$ cat src/rtl/seven_seg_pkg.sv
// Shared definitions for the 7-segment display path.
// - GLYPHS: active-low {a,b,c,d,e,f,g} patterns for hex 0..F, indexed by value.
//   The LED decoder drives from this same table, so encoder and decoder cannot drift.
// - state_t: capture state machine encoding.
// - an_onehot_low / an_index / an_multi: anode vector helpers (active-low enables).
package seven_seg_pkg;

    localparam int unsigned CNT_W = 8;

    localparam logic [6:0] GLYPHS [16] = '{
        7'b0000001,  // 0
        7'b1001111,  // 1
        7'b0010010,  // 2
        7'b0000110,  // 3
        7'b1001100,  // 4
        7'b0100100,  // 5
        7'b0100000,  // 6
        7'b0001111,  // 7
        7'b0000000,  // 8
        7'b0000100,  // 9
        7'b0001000,  // A
        7'b1100000,  // b
        7'b0110001,  // C
        7'b1000010,  // d
        7'b0110000,  // E
        7'b0111000   // F
    };

    typedef enum logic [1:0] {
        StIdle,
        StSettle,
        StHold
    } state_t;

    // True when exactly one anode is driven low.
    function automatic logic an_onehot_low(input logic [3:0] an);
        return ($countones(~an) == 1);
    endfunction

    // Index of the low anode; only meaningful when an_onehot_low(an) holds.
    function automatic logic [1:0] an_index(input logic [3:0] an);
        logic [1:0] idx;
        idx = 2'd0;
        for (int i = 0; i < 4; i++) begin
            if (!an[i]) begin
                idx = 2'(i);
            end
        end
        return idx;
    endfunction

    // True when two or more anodes are low at once (bus contention).
    function automatic logic an_multi(input logic [3:0] an);
        return ($countones(~an) > 1);
    endfunction

endpackage

$ cat src/rtl/seg_to_hex.sv
// Combinational inverse of the LED decoder.
// Ports:
//   seg   in  7  active-low {a,b,c,d,e,f,g}
//   hex   out 4  recovered hex value (0 when no match)
//   match out 1  pattern is one of the 16 hex glyphs; blank and others give 0
module seg_to_hex
    import seven_seg_pkg::*;
(
    input  logic [6:0] seg,
    output logic [3:0] hex,
    output logic       match
);

    always_comb begin
        hex   = 4'd0;
        match = 1'b0;
        for (int i = 0; i < 16; i++) begin
            if (seg == GLYPHS[i]) begin
                hex   = 4'(i);
                match = 1'b1;
            end
        end
    end

endmodule

$ cat src/rtl/seven_seg_capture.sv
// Receive-side monitor for the multiplexed four-digit 7-segment bus. Recovers, per
// digit, the hex value and decimal point being displayed once {an, seg} has been
// stable for STABLE_CYCLES consecutive samples.
// Ports:
//   clk          in   system clock
//   reset        in   asynchronous active-low reset
//   an[3:0]      in   anode enables, active-low
//   seg[7:0]     in   {a,b,c,d,e,f,g,dp}, active-low
//   clear_err    in   synchronous clear of the sticky flags (a same-cycle set wins)
//   digits[15:0] out  recovered hex values, digit i at [4i+3:4i]
//   dp_out[3:0]  out  recovered decimal points, active-high
//   valid[3:0]   out  digit i holds a good capture
//   frame_done   out  one-cycle pulse when all four digits captured since last pulse
//   bad_pattern  out  sticky: a stable pattern matched no glyph
//   multi_anode  out  sticky: two or more anodes were low together
module seven_seg_capture
    import seven_seg_pkg::*;
#(
    parameter int unsigned STABLE_CYCLES = 4
) (
    input  logic        clk,
    input  logic        reset,
    input  logic [3:0]  an,
    input  logic [7:0]  seg,
    input  logic        clear_err,
    output logic [15:0] digits,
    output logic [3:0]  dp_out,
    output logic [3:0]  valid,
    output logic        frame_done,
    output logic        bad_pattern,
    output logic        multi_anode
);

    localparam logic [CNT_W-1:0] STABLE_LIM = CNT_W'(STABLE_CYCLES);

    state_t           state_q, state_d;
    logic [CNT_W-1:0] cnt_q, cnt_d;
    logic [11:0]      prev_q;
    logic [15:0]      digits_q, digits_d;
    logic [3:0]       dp_q, dp_d;
    logic [3:0]       valid_q, valid_d;
    logic [3:0]       seen_q, seen_d;
    logic             frame_q, frame_d;
    logic             bad_q, bad_d;
    logic             multi_q, multi_d;

    logic             same;
    logic             one_hot;
    logic [1:0]       sel;
    logic             capture;
    logic [3:0]       hex;
    logic             match;
    logic [3:0]       seen_next;

    seg_to_hex u_seg_to_hex (
        .seg   (seg[7:1]),
        .hex   (hex),
        .match (match)
    );

    assign same    = ({an, seg} == prev_q);
    assign one_hot = an_onehot_low(an);
    assign sel     = an_index(an);

    // Stability tracking. The count saturates at STABLE_LIM while in HOLD, so a
    // long-held digit neither wraps nor recaptures.
    always_comb begin
        state_d = state_q;
        cnt_d   = cnt_q;
        capture = 1'b0;
        if (!one_hot) begin
            state_d = StIdle;
            cnt_d   = '0;
        end else begin
            unique case (state_q)
                StIdle: begin
                    state_d = StSettle;
                    cnt_d   = CNT_W'(1);
                end
                StSettle: begin
                    if (same) begin
                        cnt_d = cnt_q + CNT_W'(1);
                        if (cnt_d == STABLE_LIM) begin
                            capture = 1'b1;
                            state_d = StHold;
                        end
                    end else begin
                        cnt_d = CNT_W'(1);
                    end
                end
                StHold: begin
                    if (!same) begin
                        state_d = StSettle;
                        cnt_d   = CNT_W'(1);
                    end
                end
                default: begin
                    state_d = StIdle;
                    cnt_d   = '0;
                end
            endcase
        end
    end

    // Capture datapath and frame tracking.
    always_comb begin
        digits_d  = digits_q;
        dp_d      = dp_q;
        valid_d   = valid_q;
        seen_d    = seen_q;
        frame_d   = 1'b0;
        seen_next = seen_q | (4'b0001 << sel);
        bad_d     = bad_q & ~clear_err;
        multi_d   = an_multi(an) | (multi_q & ~clear_err);
        if (capture) begin
            if (match) begin
                digits_d[{sel, 2'b00} +: 4] = hex;
                dp_d[sel]                   = ~seg[0];
                valid_d[sel]                = 1'b1;
                if (seen_next == 4'b1111) begin
                    frame_d = 1'b1;
                    seen_d  = 4'b0000;
                end else begin
                    seen_d = seen_next;
                end
            end else begin
                valid_d[sel] = 1'b0;
                bad_d        = 1'b1;
            end
        end
    end

    always_ff @(posedge clk or negedge reset) begin
        if (!reset) begin
            state_q  <= StIdle;
            cnt_q    <= '0;
            prev_q   <= '1;
            digits_q <= '0;
            dp_q     <= '0;
            valid_q  <= '0;
            seen_q   <= '0;
            frame_q  <= 1'b0;
            bad_q    <= 1'b0;
            multi_q  <= 1'b0;
        end else begin
            state_q  <= state_d;
            cnt_q    <= cnt_d;
            prev_q   <= {an, seg};
            digits_q <= digits_d;
            dp_q     <= dp_d;
            valid_q  <= valid_d;
            seen_q   <= seen_d;
            frame_q  <= frame_d;
            bad_q    <= bad_d;
            multi_q  <= multi_d;
        end
    end

    assign digits      = digits_q;
    assign dp_out      = dp_q;
    assign valid       = valid_q;
    assign frame_done  = frame_q;
    assign bad_pattern = bad_q;
    assign multi_anode = multi_q;

endmodule
$ cat config.mk
export PLATFORM = sky130hd
export DESIGN_NAME = seven_seg_capture
export DESIGN_NICKNAME = d
export VERILOG_FILES = /design/src/rtl/seven_seg_pkg.sv /design/src/rtl/seg_to_hex.sv /design/src/rtl/seven_seg_capture.sv
export SDC_FILE = /design/constraint.sdc
export NUM_CORES = 1
export LEC_CHECK = 0
export ABC_AREA = 1
export CAP_MARGIN = 10
export CORE_ASPECT_RATIO = 0.8
export CORE_MARGIN = 2
export CORE_UTILIZATION = 30
export CTS_CLUSTER_SIZE = 20
export DETAILED_ROUTE_END_ITERATION = 6
export HOLD_SLACK_MARGIN = 0.02
export PLACE_DENSITY = 0.59
export SLEW_MARGIN = 20
export SYNTH_ARGS = -nofsm -noshare
export SYNTH_HDL_FRONTEND = slang
export SYNTH_SLANG_ARGS = --single-unit
$ cat constraint.sdc
create_clock -name clk -period 1.8 [get_ports clk]
set_input_delay 0.36 -clock clk [delete_from_list [all_inputs] [get_ports clk]]
set_output_delay 0.36 -clock clk [all_outputs]
set_load 0.01 [all_outputs]
==> results.sh <==
export IMPL_status="complete, but fails checks"
export IMPL_failed_checks="negative setup slack"
export IMPL_syn_area_sq_um=3320
export IMPL_vias=3155
export IMPL_finalSetupViolCount=40
export IMPL_switching_share_pct=28.4
export IMPL_fill_cells=1061
export IMPL_dieArea_sq_um=11900
export IMPL_hold_path_class="in2async"
export IMPL_fin_nets=592
export IMPL_htree_levels=2
export IMPL_antenna_found_initial=0
export IMPL_gp_congestion=0.826
export IMPL_path_max_fanout=5
export IMPL_critPathLaunchType="input pin"
export IMPL_post_synth_cell_area_avg_sq_um=7.40
export IMPL_start_util_pct=30.6
export IMPL_ys_warn_count=0
export IMPL_finalHoldViolCount=0
export IMPL_cts_tree="built"
export IMPL_rows=34
export IMPL_dpl_cell_count=689
export IMPL_ys_flop_type="dfrtp_1"
export IMPL_switching_power_uw=796
export IMPL_crit_type="in2reg"
export IMPL_pwr_share_clk_pct=34.8
export IMPL_final_cell_mix="nand2_1, inv_1, buf_4"
export IMPL_critical_path_buf_inv_count=5
export IMPL_crit_slowest_cell="fa_1"
export IMPL_relSlewSlack_pct=76.7
export IMPL_cp_common_cell="inv_2"
export IMPL_synth_cell_types=34
export IMPL_crit_family="adder cells"
export IMPL_async_reset_ff_share_pct=100
export IMPL_finClkSkew_ns=0.00739
export IMPL_drive_gt1_share_pct=34.0
export IMPL_drc_errors=0
export IMPL_setup_ws_ns=-0.491
export IMPL_grt_pass1_wl_um=14700
export IMPL_clockRootBuffer="clkbuf_16"
export IMPL_final_cells=715
export IMPL_wl_um=8870
export IMPL_p_int_mw=2.01
export IMPL_end_kind="flop"
export IMPL_worstPathRequired_ns=2.00
export IMPL_worstPathArrival_ns=2.49
export IMPL_worst_pin_slew_ns=0.348
export IMPL_clk_path_buf_depth=2
export IMPL_regArea_sq_um=1340
export IMPL_grt_overflow_total=0
export IMPL_cts_buffers=5
export IMPL_synth_nets=471
export IMPL_ff2ff_setup_slack_ns=-0.19
export IMPL_antenna_left=0
export IMPL_cp_num_cells=14
export IMPL_rsz0062_at_grt="true"
export IMPL_final_common_cell="nand2_1"
export IMPL_postPlaceCellArea_sq_um=4350
export IMPL_dpl_hpwl_um=6480
export IMPL_pre_cts_ws_ns=-1.12
export IMPL_clk_pin_slew_ns=0.07
export IMPL_tns_ns=-15.16
export IMPL_final_area_sq_um=4930
export IMPL_synthCells=449
export IMPL_ir_drop_uv=351
export IMPL_finalCritPeriodShare_pct=127
export IMPL_core_area_sq_um=10800
export IMPL_finalCriticalPeriod_ns=2.29
export IMPL_die_w_um=122
export IMPL_clock_sinks=53
export IMPL_slowest_delay_ns=0.53
export IMPL_die_h_um=98.2
export IMPL_grt_pass1_vias=3166
export IMPL_crit_chain="buf_6, fa_1, inv_1, ha_2, inv_2, ha_4, nor3_4, inv_2, nor2_8, nand3_4, nor2_4, nand3_2, nand2_2, inv_2"
export IMPL_viasPerCell=4.41
export IMPL_clk_latency_ns=0.30
export IMPL_numPortBuffers=41
export IMPL_drtPass1Iterations=4
export IMPL_synth_edf_count=0
export IMPL_grt_start_max_net_pins=54
export IMPL_synth_seq_area_share_pct=40.3
export IMPL_cellLeakagePower_nw=2.57
export IMPL_drt_iter0_markers=127
export IMPL_cap_violations=0
export IMPL_pwr_share_seq_pct=44.6
export IMPL_cellPowerDensity_nw_per_um2=570
export IMPL_p_comb_share_pct=20.6
export IMPL_syn2layout_area_growth_pct=48.3
export IMPL_grt_usage_pct=15.4
export IMPL_max_freq_ghz=0.436
export IMPL_antennaDiodeCount=0
export IMPL_slew_violations=0
export IMPL_ys_seq_elements=53
export IMPL_rr_worst_depth=11
export IMPL_ios=42
export IMPL_wl_per_cell_um=12.4
export IMPL_multi_input_area_sq_um=1830
final timing paths:
path | startpoint | end
max | an[1] | dp_out[0]
min | reset | digits[13]
max reg2reg | cnt_q[2] | dp_out[0]
min reg2reg | seen_q[0] | seen_q[0]
max in group asynchronous | reset | prev_q[11]
min in group clk | seg[7] | prev_q[7]
cell type report:
| class | count | share of cell area, % |
|---|---|---|
| multi-input combinational | 298 | 37.2 |
| timing repair buffer | 117 | 21.7 |
| sequential | 53 | 27.3 |
| tap | 144 | 3.65 |
| clock inverter | 2 | 0.330 |
| clock buffer | 6 | 2.61 |
| inverter | 95 | 7.23 |
repair_timing:
action | CTS | global route
cloned | 1 | 0
hold buffers | 0 | 0
setup buffers | 5 | 12
gates resized for setup | 52 | 45
pin swaps | 10 | 24
setup endpoints to repair | 41 | 41
Yosys cell counts, drive strengths merged, types with 2 or more instances:
| cell | count | area [sq um] |
|---|---|---|
| buf | 4 | 38.8 |
| dfrtp | 41 | 1030 |
| dfstp | 12 | 315 |
| ha | 6 | 75.1 |
| inv | 95 | 357 |
| nand2 | 138 | 533 |
| nand3 | 41 | 248 |
| nand4 | 15 | 160 |
| nor2 | 60 | 315 |
| nor3 | 3 | 26.3 |
| o211ai | 2 | 15.0 |
| o21ai | 14 | 70.1 |
| o22ai | 5 | 31.3 |
| xnor2 | 5 | 43.8 |
metal layers:
layer	part of all wire [%]	vias up	routed length (um)	track usage (%)
met5	0	-	0	0
met2	47	52	4130	24.4
met1	49	1476	4310	21.5
li1	-	1619	-	-
met3	3.9	8	348	3.21
met4	0.83	0	74	3.89
cell families (layout without fill, tap and decap cells):
logic type	count (synthesis)	after routing	share of synthesized area (%)
AO/OA/AOI/OAI	25	25	4.37
XOR/XNOR	6	6	1.58
adder cells (fa/ha/maj)	7	7	2.86
buffers and inverters	99	220	11.9
flip-flops	53	53	40.3
AND/OR/NAND/NOR	259	260	39.0
stage by stage:
| stage | hold slack (ns) | utilization [%] | power, mW |
|---|---|---|---|
| finish | 0.0540 | 45.5 | 2.81 |
| global route | 0.0712 | 45.5 | 2.94 |
| CTS | 0.0600 | 43.2 | 2.78 |
| detailed placement | 0.391 | 40.1 | 1.75 |
| global placement | 0.385 | 40.1 | 1.74 |
| floorplan | 0.0644 | - | 1.51 |
flip-flops by register name, indices dropped and copies added, names as in the netlist, named ones only:
| signal | cells |
|---|---|
| cnt_q | 8 |
| seen_q | 4 |
| bad_pattern | 1 |
| multi_anode | 1 |
| dp_out | 4 |
| frame_done | 1 |
| state_q | 2 |
| prev_q | 12 |
| digits | 16 |
power groups by stage:
stage,logic [mW],registers (mW),clock network (mW)
4_1_cts,0.516,1.25,1.02
3_3_place_gp,0.465,1.27,0
5_1_grt,0.638,1.26,1.04
2_1_floorplan,0.239,1.28,0
3_5_place_dp,0.475,1.27,0
6_report,0.578,1.25,0.976
Power figures use the tool's default switching activity.
